--- src/rtl/if_fetch_stage.sv ---
// if_fetch_stage: instruction fetch stage of the 5-stage NPC core.
// Owns the PC and drives it to the combinational instruction memory as RdAddr.
// It captures the returned word together with its PC in the IF/ID slot.
// Execute-stage redirects take priority over every other event.
// A misaligned redirect target produces one faulted slot, and fetch then halts
// until the next redirect arrives.
//
// Optional feature macro: FETCH_STATIC_PREDICT_EN
//   When defined, JAL and backward B-type instructions are predicted taken.
//   When undefined, the next PC is always pc + 4 and if_pred_taken is tied to 0.
//
// Handshake (IF/ID slot): if_valid means the slot holds an instruction.
// The consumer takes it on any edge where id_ready is high. The slot is "free"
// when (!if_valid || id_ready). Slot outputs only change at an edge where the
// slot is free or a redirect is taken, so they are stable while
// if_valid && !id_ready.

module if_fetch_stage #(
    parameter logic [31:0] RESET_PC  = 32'h8000_0000,
    parameter logic [31:0] NOP_INSTR = 32'h0000_0013
) (
    input  logic        clk,
    input  logic        rst,
    output logic [31:0] RdAddr,
    input  logic [31:0] Instr,
    input  logic        id_ready,
    input  logic        redirect_valid,
    input  logic [31:0] redirect_pc,
    output logic        if_valid,
    output logic [31:0] if_pc,
    output logic [31:0] if_instr,
    output logic        if_pred_taken,
    output logic        if_fault
);

    // Fetch control states:
    //   RUN        : normal sequential or predicted fetching.
    //   FAULT_PEND : the misaligned-fetch fault slot is waiting for decode.
    //   FAULT_IDLE : the fault has been handed over and fetch is halted.
    typedef enum logic [1:0] {
        ST_RUN        = 2'd0,
        ST_FAULT_PEND = 2'd1,
        ST_FAULT_IDLE = 2'd2
    } state_t;

    state_t      state_q, state_d;
    logic [31:0] pc_q, pc_d;
    logic        valid_q, valid_d;
    logic [31:0] slot_pc_q, slot_pc_d;
    logic [31:0] slot_instr_q, slot_instr_d;
    logic        pred_q, pred_d;
    logic        fault_q, fault_d;

    logic        slot_free;
    logic        redirect_misaligned;
    logic [31:0] seq_pc;
    logic [31:0] next_pc;
    logic        pred_hit;

    // The memory address is the architectural fetch PC itself. There is no
    // extra register stage.
    assign RdAddr = pc_q;

    // The slot accepts new content when it is empty or being consumed this cycle.
    assign slot_free           = !valid_q || id_ready;
    assign redirect_misaligned = (redirect_pc[1:0] != 2'b00);

    // The sequential successor wraps modulo 2^32 because the 32-bit adder
    // carries no extra bit.
    assign seq_pc = pc_q + 32'd4;

`ifdef FETCH_STATIC_PREDICT_EN
    logic [6:0]  opcode;
    logic [31:0] imm_j;
    logic [31:0] imm_b;
    logic [31:0] target_j;
    logic [31:0] target_b;
    logic        is_jal;
    logic        is_branch_back;
    logic        jal_ok;
    logic        branch_ok;

    // Static predictor: JAL is always taken, and backward conditional branches
    // are assumed to close loops.
    always_comb begin
        opcode         = Instr[6:0];
        imm_j          = {{11{Instr[31]}}, Instr[31], Instr[19:12], Instr[20],
                          Instr[30:21], 1'b0};
        imm_b          = {{19{Instr[31]}}, Instr[31], Instr[7], Instr[30:25],
                          Instr[11:8], 1'b0};
        target_j       = pc_q + imm_j;
        target_b       = pc_q + imm_b;
        is_jal         = (opcode == 7'b1101111);
        is_branch_back = (opcode == 7'b1100011) && Instr[31];
        // A target that would itself fault is not predicted. Execute
        // resolves it with a redirect instead.
        jal_ok         = is_jal && (target_j[1:0] == 2'b00);
        branch_ok      = is_branch_back && (target_b[1:0] == 2'b00);
        pred_hit       = jal_ok || branch_ok;
        if (jal_ok) begin
            next_pc = target_j;
        end else if (branch_ok) begin
            next_pc = target_b;
        end else begin
            next_pc = seq_pc;
        end
    end
`else
    // Without prediction the fetch stream is strictly sequential.
    assign pred_hit = 1'b0;
    assign next_pc  = seq_pc;
`endif

    // Next-state logic for the PC, the IF/ID slot and the fetch control state.
    always_comb begin
        state_d      = state_q;
        pc_d         = pc_q;
        valid_d      = valid_q;
        slot_pc_d    = slot_pc_q;
        slot_instr_d = slot_instr_q;
        pred_d       = pred_q;
        fault_d      = fault_q;

        if (redirect_valid) begin
            // The redirect wins over stalls and fault states. The word fetched
            // this cycle belongs to the wrong path and is dropped.
            pc_d   = redirect_pc;
            pred_d = 1'b0;
            if (redirect_misaligned) begin
                // Hand decode a single faulted slot carrying the offending PC.
                state_d      = ST_FAULT_PEND;
                valid_d      = 1'b1;
                fault_d      = 1'b1;
                slot_pc_d    = redirect_pc;
                slot_instr_d = NOP_INSTR;
            end else begin
                state_d = ST_RUN;
                valid_d = 1'b0;
                fault_d = 1'b0;
            end
        end else begin
            case (state_q)
                ST_RUN: begin
                    if (slot_free) begin
                        valid_d      = 1'b1;
                        slot_pc_d    = pc_q;
                        slot_instr_d = Instr;
                        pred_d       = pred_hit;
                        fault_d      = 1'b0;
                        pc_d         = next_pc;
                    end
                    // If the slot is not free, everything holds and memory
                    // is simply read again at the same address.
                end
                ST_FAULT_PEND: begin
                    if (id_ready) begin
                        valid_d = 1'b0;
                        fault_d = 1'b0;
                        state_d = ST_FAULT_IDLE;
                    end
                end
                ST_FAULT_IDLE: begin
                    // Halted: only a redirect restarts fetching.
                end
                default: begin
                    state_d = ST_RUN;
                end
            endcase
        end
    end

    // State registers. An asynchronous reset drops any in-flight slot and
    // fault immediately.
    always_ff @(posedge clk or posedge rst) begin
        if (rst) begin
            state_q      <= ST_RUN;
            pc_q         <= RESET_PC;
            valid_q      <= 1'b0;
            slot_pc_q    <= 32'h0;
            slot_instr_q <= 32'h0;
            pred_q       <= 1'b0;
            fault_q      <= 1'b0;
        end else begin
            state_q      <= state_d;
            pc_q         <= pc_d;
            valid_q      <= valid_d;
            slot_pc_q    <= slot_pc_d;
            slot_instr_q <= slot_instr_d;
            pred_q       <= pred_d;
            fault_q      <= fault_d;
        end
    end

    assign if_valid      = valid_q;
    assign if_pc         = slot_pc_q;
    assign if_instr      = slot_instr_q;
    assign if_pred_taken = pred_q;
    assign if_fault      = fault_q;

endmodule
--- config.mk ---
export PLATFORM = sky130hd
export DESIGN_NAME = if_fetch_stage
export DESIGN_NICKNAME = d
export VERILOG_FILES = /design/src/rtl/if_fetch_stage.sv
export SDC_FILE = /design/constraint.sdc
export NUM_CORES = 1
export LEC_CHECK = 0
export BUFFER_PORTS_ARGS = -buffer_cell sky130_fd_sc_hd__clkbuf_2
export CAP_MARGIN = 0
export CELL_PAD_IN_SITES_DETAIL_PLACEMENT = 1
export CELL_PAD_IN_SITES_GLOBAL_PLACEMENT = 1
export CORE_MARGIN = 4
export CORE_UTILIZATION = 39
export DETAILED_ROUTE_END_ITERATION = 6
export PLACE_DENSITY = 0.91
export SLEW_MARGIN = 20
export SYNTH_ARGS = -nofsm -noshare
export SYNTH_HDL_FRONTEND = slang
export SYNTH_SLANG_ARGS = --single-unit
--- constraint.sdc ---
create_clock -name clk -period 7.45 [get_ports clk]
set_input_delay 0.3725 -clock clk [delete_from_list [all_inputs] [get_ports clk]]
set_output_delay 0.3725 -clock clk [all_outputs]
set_load 0.03 [all_outputs]
==> flow_metrics.py, run 1 <==
metrics = {
    "run_status": {
        "status": "complete, no violations",
    },
    "grt": {
        "grt_start_max_net_pins": 78,
        "grt_pass1_vias": 4774,
        "overflow": 0,
        "grt_usage_pct": 21.66,
        "antenna_found_initial": 0,
        "grt_first_pass_wirelength_um": 24630,
    },
    "place": {
        "hpwl_um": 10720,
        "io_buffer_count": 165,
        "gp_congestion": 0.8054,
        "numPlacedInstances": 798,
    },
    "timing": {
        "fin_worst_skew_ns": 0.006994,
        "tns_ns": 0,
        "tightest_slew_ns": 0.9614,
        "finalCritPeriodShare_pct": 39.02,
        "setup_violations": 0,
        "report.final.hold_viol_count": 0,
        "fmax_mhz": 344.0,
        "period_minus_slack_ns": 2.907,
        "relSlewSlack_pct": 35.90,
        "slew_viol_final": 0,
        "rsz0062_at_grt": "false",
    },
    "clock_tree": {
        "cts_root_buf": "clkbuf_16",
        "cts_buffer_depth": 2,
        "insertion_delay_ns": 0.34,
        "cts_resized": 0,
        "post_cts_buffers": 0,
        "path_clk_slew_ns": 0.06,
        "cts_tree": "yes",
        "htree_levels": 3,
        "ctsHoldBuffers": 0,
        "cts_buffers": 9,
        "clkSinkCount": 100,
    },
    "floorplan": {
        "die_h_um": 118.0,
        "dieWidth_um": 118.0,
        "coreArea_mm2": 0.01161,
        "dieArea_mm2": 0.01393,
        "start_util_pct": 40.64,
        "io_pins": 167,
        "num_rows": 39,
    },
    "setup_path": {
        "cpPeakStageDelay_ns": 0.73,
        "crit_end": "RdAddr[24]$_DFFE_PP0P_",
        "crit_fanout": 35,
        "r2r-end": "RdAddr[24]$_DFFE_PP0P_",
        "worstSetupStartpoint": "state_q[0]$_DFFE_PP0P_",
        "cp-start-kind": "flip-flop",
        "critical_path_required_ns": 7.67,
        "crit_chain": "nor2_4 -> nand2_4 -> or4_1 -> o311a_1 -> a311o_1",
        "cp.arrival_ns": 3.13,
        "rr_worst_depth": 5,
        "cpMaxStageDelayCell": "or4_1",
        "r2r-start": "state_q[0]$_DFFE_PP0P_",
        "cp-end-kind": "flip-flop",
        "reg2reg_slack_ns": 4.54,
        "critical_path_class": "reg2reg",
    },
    "layout": {
        "final_cells": 814,
        "layout.nets": 735,
        "insertedDiodeCount": 0,
        "drive_gt1_share_pct": 29.21,
        "area_growth_pct": 25.98,
        "fillCellCount": 1411,
    },
    "power": {
        "total_leakage_power_uw": 0.002901,
        "power_density_mw_per_mm2": 263.8,
        "ir_drop_mv": 0.1287,
    },
    "synth": {
        "ys_warn_count": 0,
        "synth_common_cells": "nand2_1, dfrtp_1, o21ai_0",
        "synth_cell_types": 45,
        "yosysSeqAreaShare_pct": 53.05,
        "ys_top_cells_by_area": "dfrtp_1, nand2_1, o21ai_0",
        "yosysTopAreaCell": "dfrtp_1",
        "synth.most_common_cell": "nand2_1",
        "synth_flop_cell": "dfrtp_1",
        "synth_cells": 518,
        "synth-edff-count": 0,
        "netlist_area_mm2": 0.004720,
        "synth_top_area_share_pct": 52.49,
        "ys_ff_latch": 100,
        "async_flop_share_pct": 100.0,
        "syn-num-nets": 587,
        "syn_area_per_cell_um2": 9.111,
    },
    "detailed_routing": {
        "vias": 4473,
        "wl_per_cell_um": 18.36,
        "totalWireLength_um": 14950,
        "drcViolationCount": 0,
        "drtIter0Drc": 229,
        "first_pass_iters": 4,
        "via_per_inst": 5.495,
        "ant_nets": 0,
    },
    "min_path": {
        "hp-class": "in2async",
    },
    "job": {
        "maxCapViolations": 0,
    },
}
## power by group
| part | internal [µW] | switching [µW] |
|---|---|---|
| clock network | 278 | 201 |
| logic | 114 | 294 |
| registers | 616 | 65.9 |
| total | 1010 | 560 |
## flip-flops by register name, indices dropped and copies added (netlist names)
| register | flops |
|---|---|
| if_instr | 32 |
| if_valid | 1 |
| if_fault | 1 |
| state_q | 2 |
| RdAddr | 32 |
| if_pc | 32 |
## cell families (layout without fill, tap and decap cells)
logic type / Yosys count / in the layout / synth area share, %
XOR/XNOR: 23 / 23 / 4.268
adder cells (fa/ha/maj): 1 / 1 / 0.2651
AO/OA/AOI/OAI: 104 / 104 / 13.07
buffers and inverters: 40 / 193 / 3.446
other: 1 / 1 / 0.07946
flip-flops: 100 / 100 / 53.05
AND/OR/NAND/NOR: 243 / 243 / 24.44
multiplexers: 6 / 6 / 1.379
## layout make-up
cell class	instances	area (µm²)	share of cell area (%)
clock inverters	4	47.55	0.7997
clock buffers	12	256.5	4.314
well taps	143	178.9	3.009
multi-input cells	378	2067	34.76
inverters	7	28.78	0.4840
repair buffers	170	863.3	14.52
flip-flops and latches	100	2504	42.11
## layout by cell type (no fill, tap or decap), types with 4 or more instances in the layout
| cell type | n |
|---|---|
| nand2_1 | 131 |
| xnor2_1 | 20 |
| nor3_1 | 9 |
| and3_1 | 5 |
| dfrtp_1 | 99 |
| inv_1 | 5 |
| a21oi_1 | 6 |
| nand4_1 | 37 |
| buf_4 | 5 |
| o21ai_0 | 62 |
| clkbuf_16 | 9 |
| mux2_2 | 4 |
| and2_1 | 4 |
| nand3_1 | 15 |
| or4_1 | 4 |
| nor4_1 | 10 |
| a21boi_0 | 24 |
| clkbuf_2 | 165 |
| nor2_1 | 15 |
## worst min-delay path by stage
stage,endpoint,depth (start not counted),slack [ns]
floorplan,state_q[0]$_DFFE_PP0P_,1,0.46
global placement,if_instr[12]$_DFFE_PP0P_,2,0.45
detailed placement,if_instr[12]$_DFFE_PP0P_,2,0.46
CTS,if_instr[26]$_DFFE_PP0P_,2,0.12
global route,if_instr[26]$_DFFE_PP0P_,2,0.15
finish,if_instr[26]$_DFFE_PP0P_,2,0.1
## through the flow
| stage | hold WS [ns] | utilization, % | worst slack [ns] | cell area (µm²) | total power (µW) |
|---|---|---|---|---|---|
| detailed placement | 0.4588 | 48.58 | 4.452 | 5642 | 1103 |
| finish | 0.09735 | 51.20 | 4.543 | 5946 | 1569 |
| CTS | 0.1228 | 51.20 | 4.523 | 5946 | 1584 |
| floorplan | 0.4565 | - | 4.460 | 4720 | 949.8 |
| global placement | 0.4504 | 48.58 | 4.633 | 5642 | 1082 |
| global route | 0.1452 | 51.20 | 4.344 | 5946 | 1645 |
## routing by layer
| metal | global-route usage, % | share of wire [%] |
|---|---|---|
| met1 | 27.45 | 42 |
| met3 | 4.421 | 5.4 |
| met2 | 36.62 | 51 |
| met5 | 0 | 0 |
| met4 | 7.985 | 2.0 |
## critical path: cells and delay by family, from the launching register on
kind / cells / cell delay (ns)
AND/OR/NAND/NOR: 3 / 1.63
flip-flops: 1 / 0.44
AO/OA/AOI/OAI: 2 / 0.71
Note: power is estimated with default switching activity, not from simulation.
==> run 2, diff against run 1 <==
--- a/config.mk
+++ b/config.mk
@@ -10,9 +10,9 @@
 export CELL_PAD_IN_SITES_DETAIL_PLACEMENT = 1
 export CELL_PAD_IN_SITES_GLOBAL_PLACEMENT = 1
 export CORE_MARGIN = 4
-export CORE_UTILIZATION = 39
+export CORE_UTILIZATION = 33
 export DETAILED_ROUTE_END_ITERATION = 6
-export PLACE_DENSITY = 0.91
+export PLACE_DENSITY = 0.83
 export SLEW_MARGIN = 20
 export SYNTH_ARGS = -nofsm -noshare
 export SYNTH_HDL_FRONTEND = slang
==> constraint.sdc (replaced) <==
create_clock -name clk -period 2.4 [get_ports clk]
set_input_delay 0.12 -clock clk [delete_from_list [all_inputs] [get_ports clk]]
set_output_delay 0.12 -clock clk [all_outputs]
set_load 0.03 [all_outputs]
==> run 2 against run 1 <==
  * Register-to-register slack worse by 4.3 ns
  * Highest routed layer unchanged
  * Sequential power grew to 3.1 times the previous value
  * Clock power rose to 3.1 times the previous value
  * Critical path type unchanged
==> flow_metrics.py, run 2 (synthesis gave the netlist of run 1 again) <==
metrics = {
    "run_status": {
        "status": "complete, no violations",
    },
    "layout": {
        "mostFrequentLayoutCell": "clkbuf_2",
        "insertedDiodeCount": 0,
        "fillCellCount": 1643,
        "seqCellArea_mm2": 0.002504,
        "design_area_mm2": 0.006327,
        "layout.nets": 770,
        "final_cell_mix": "clkbuf_2, nand2_1, dfrtp_1",
        "multi_input_area_mm2": 0.002071,
        "final_core_util_pct": 45.41,
        "area_growth_pct": 34.07,
        "drive_gt1_share_pct": 29.32,
    },
    "floorplan": {
        "die_h_um": 127.6,
        "num_rows": 43,
        "dieWidth_um": 127.6,
        "io_pins": 167,
        "start_util_pct": 33.87,
        "dieArea_mm2": 0.01628,
        "coreArea_mm2": 0.01393,
    },
    "setup_path": {
        "crit_fanout": 9,
        "cp-end-kind": "flip-flop",
        "crit_end": "RdAddr[24]$_DFFE_PP0P_",
        "critical_path_class": "reg2reg",
        "reg2reg_slack_ns": 0.25,
        "worstSetupStartpoint": "state_q[0]$_DFFE_PP0P_",
        "r2r-start": "state_q[0]$_DFFE_PP0P_",
        "cp.arrival_ns": 2.40,
        "critical_path_required_ns": 2.65,
        "r2r-end": "RdAddr[24]$_DFFE_PP0P_",
        "rr_worst_depth": 5,
        "cp-start-kind": "flip-flop",
    },
    "clock_tree": {
        "post_cts_buffers": 0,
        "clkSinkCount": 100,
        "cts_buffers": 9,
        "path_clk_slew_ns": 0.08,
        "insertion_delay_ns": 0.36,
        "cts_root_buf": "clkbuf_16",
        "htree_levels": 3,
        "cts_tree": "yes",
        "cts_buffer_depth": 2,
    },
    "detailed_routing": {
        "drtIter0Drc": 235,
        "totalWireLength_um": 15830,
        "first_pass_iters": 4,
        "via_per_inst": 5.239,
        "ant_nets": 0,
        "wl_per_cell_um": 17.87,
        "drcViolationCount": 0,
        "vias": 4642,
    },
    "grt": {
        "grt_first_pass_wirelength_um": 25610,
        "grt_pass1_vias": 4948,
        "overflow": 0,
        "antenna_found_initial": 0,
        "grt_usage_pct": 19.66,
        "grt_start_max_net_pins": 101,
    },
    "place": {
        "postPlaceCellArea_mm2": 0.005762,
        "gp_congestion": 0.7904,
        "io_buffer_count": 165,
        "hpwl_um": 10990,
    },
    "power": {
        "ir_drop_mv": 0.3180,
        "power_uw": 4907,
        "total_leakage_power_uw": 0.003047,
        "power_density_mw_per_mm2": 775.5,
    },
    "timing": {
        "rsz0062_at_grt": "false",
        "tns_ns": 0,
        "setup_violations": 0,
        "fmax_mhz": 464.6,
        "fin_worst_skew_ns": 0.01233,
        "period_minus_slack_ns": 2.152,
        "slew_viol_final": 0,
        "finalCritPeriodShare_pct": 89.68,
        "relSlewSlack_pct": 55.84,
        "report.final.hold_viol_count": 0,
        "finalHoldWorstSlack_ns": 0.0008972,
        "tightest_slew_ns": 0.6563,
    },
    "job": {
        "maxCapViolations": 0,
    },
    "min_path": {
        "hp-class": "in2reg",
    },
}
[run 2: cell types whose count changed in the layout (fill, tap and decap cells not counted), moves of 2 or more]
cell           delta
clkinvlp_4        +2
clkinv_2          -2
inv_6             +2
inv_8             +3
clkbuf_8          -2
dlygate4sd3_1    +27
buf_4             +7
[run 2: worst max-delay path, cell delays in order (launching register included)]
cell and delay (ns):
dfrtp_1 0.46, nor2_4 0.17, nand2_4 0.11, or4_4 0.63, o311a_1 0.36, a311o_1 0.32
[run 2: cell type report]
class                   instances  share of cell area [%]
clock buffers                   9                   3.559
clock inverters                 7                   1.048
inverters                       7                  0.4746
multi-input cells             378                   32.73
flip-flops and latches        100                   39.57
well taps                     180                   3.559
repair buffers                205                   19.06
[run 2: repair_timing]
action	in CTS	in global routing
setup endpoints to repair	0	1
gates resized for setup	0	1
hold endpoints to repair	125	0
hold buffers	27	0
[run 2: report_power, final]
| part | leakage (µW) | internal, µW | switching (µW) |
|---|---|---|---|
| logic | 0.00166 | 398 | 942 |
| registers | 0.00125 | 1910 | 192 |
| clock network | 0.000138 | 734 | 729 |
[run 2: metal layers]
metal	wire length (µm)	global-route usage (%)	share of wire, %	up-vias
met5	0	0	0	-
met4	520	9.488	3.3	0
met3	975	4.264	6.2	40
met2	7752	32.33	49	149
met1	6586	24.58	42	2291
li1	-	-	-	2162
[run 2: worst min path at each step]
stage | start | to | slack, ns | cells past startpoint
detailed placement | rst | if_instr[30]$_DFFE_PP0P_ | 0.32 | 3
finish | Instr[14] | if_instr[14]$_DFFE_PP0P_ | 0.0009 | 3
floorplan | id_ready | state_q[0]$_DFFE_PP0P_ | 0.20 | 1
global route | Instr[13] | if_instr[13]$_DFFE_PP0P_ | 0.01 | 3
global placement | rst | if_instr[30]$_DFFE_PP0P_ | 0.31 | 3
CTS | Instr[31] | if_instr[31]$_DFFE_PP0P_ | 0.002 | 3
[run 2: metrics by stage]
| step | cells | worst slack [ns] |
|---|---|---|
| after floorplan | 518 | 0.1586 |
| after global placement | 843 | 0.2057 |
| after detailed placement | 843 | 0.1230 |
| after CTS | 886 | 0.1088 |
| after global routing | 886 | 0.09360 |
| final | 886 | 0.2476 |
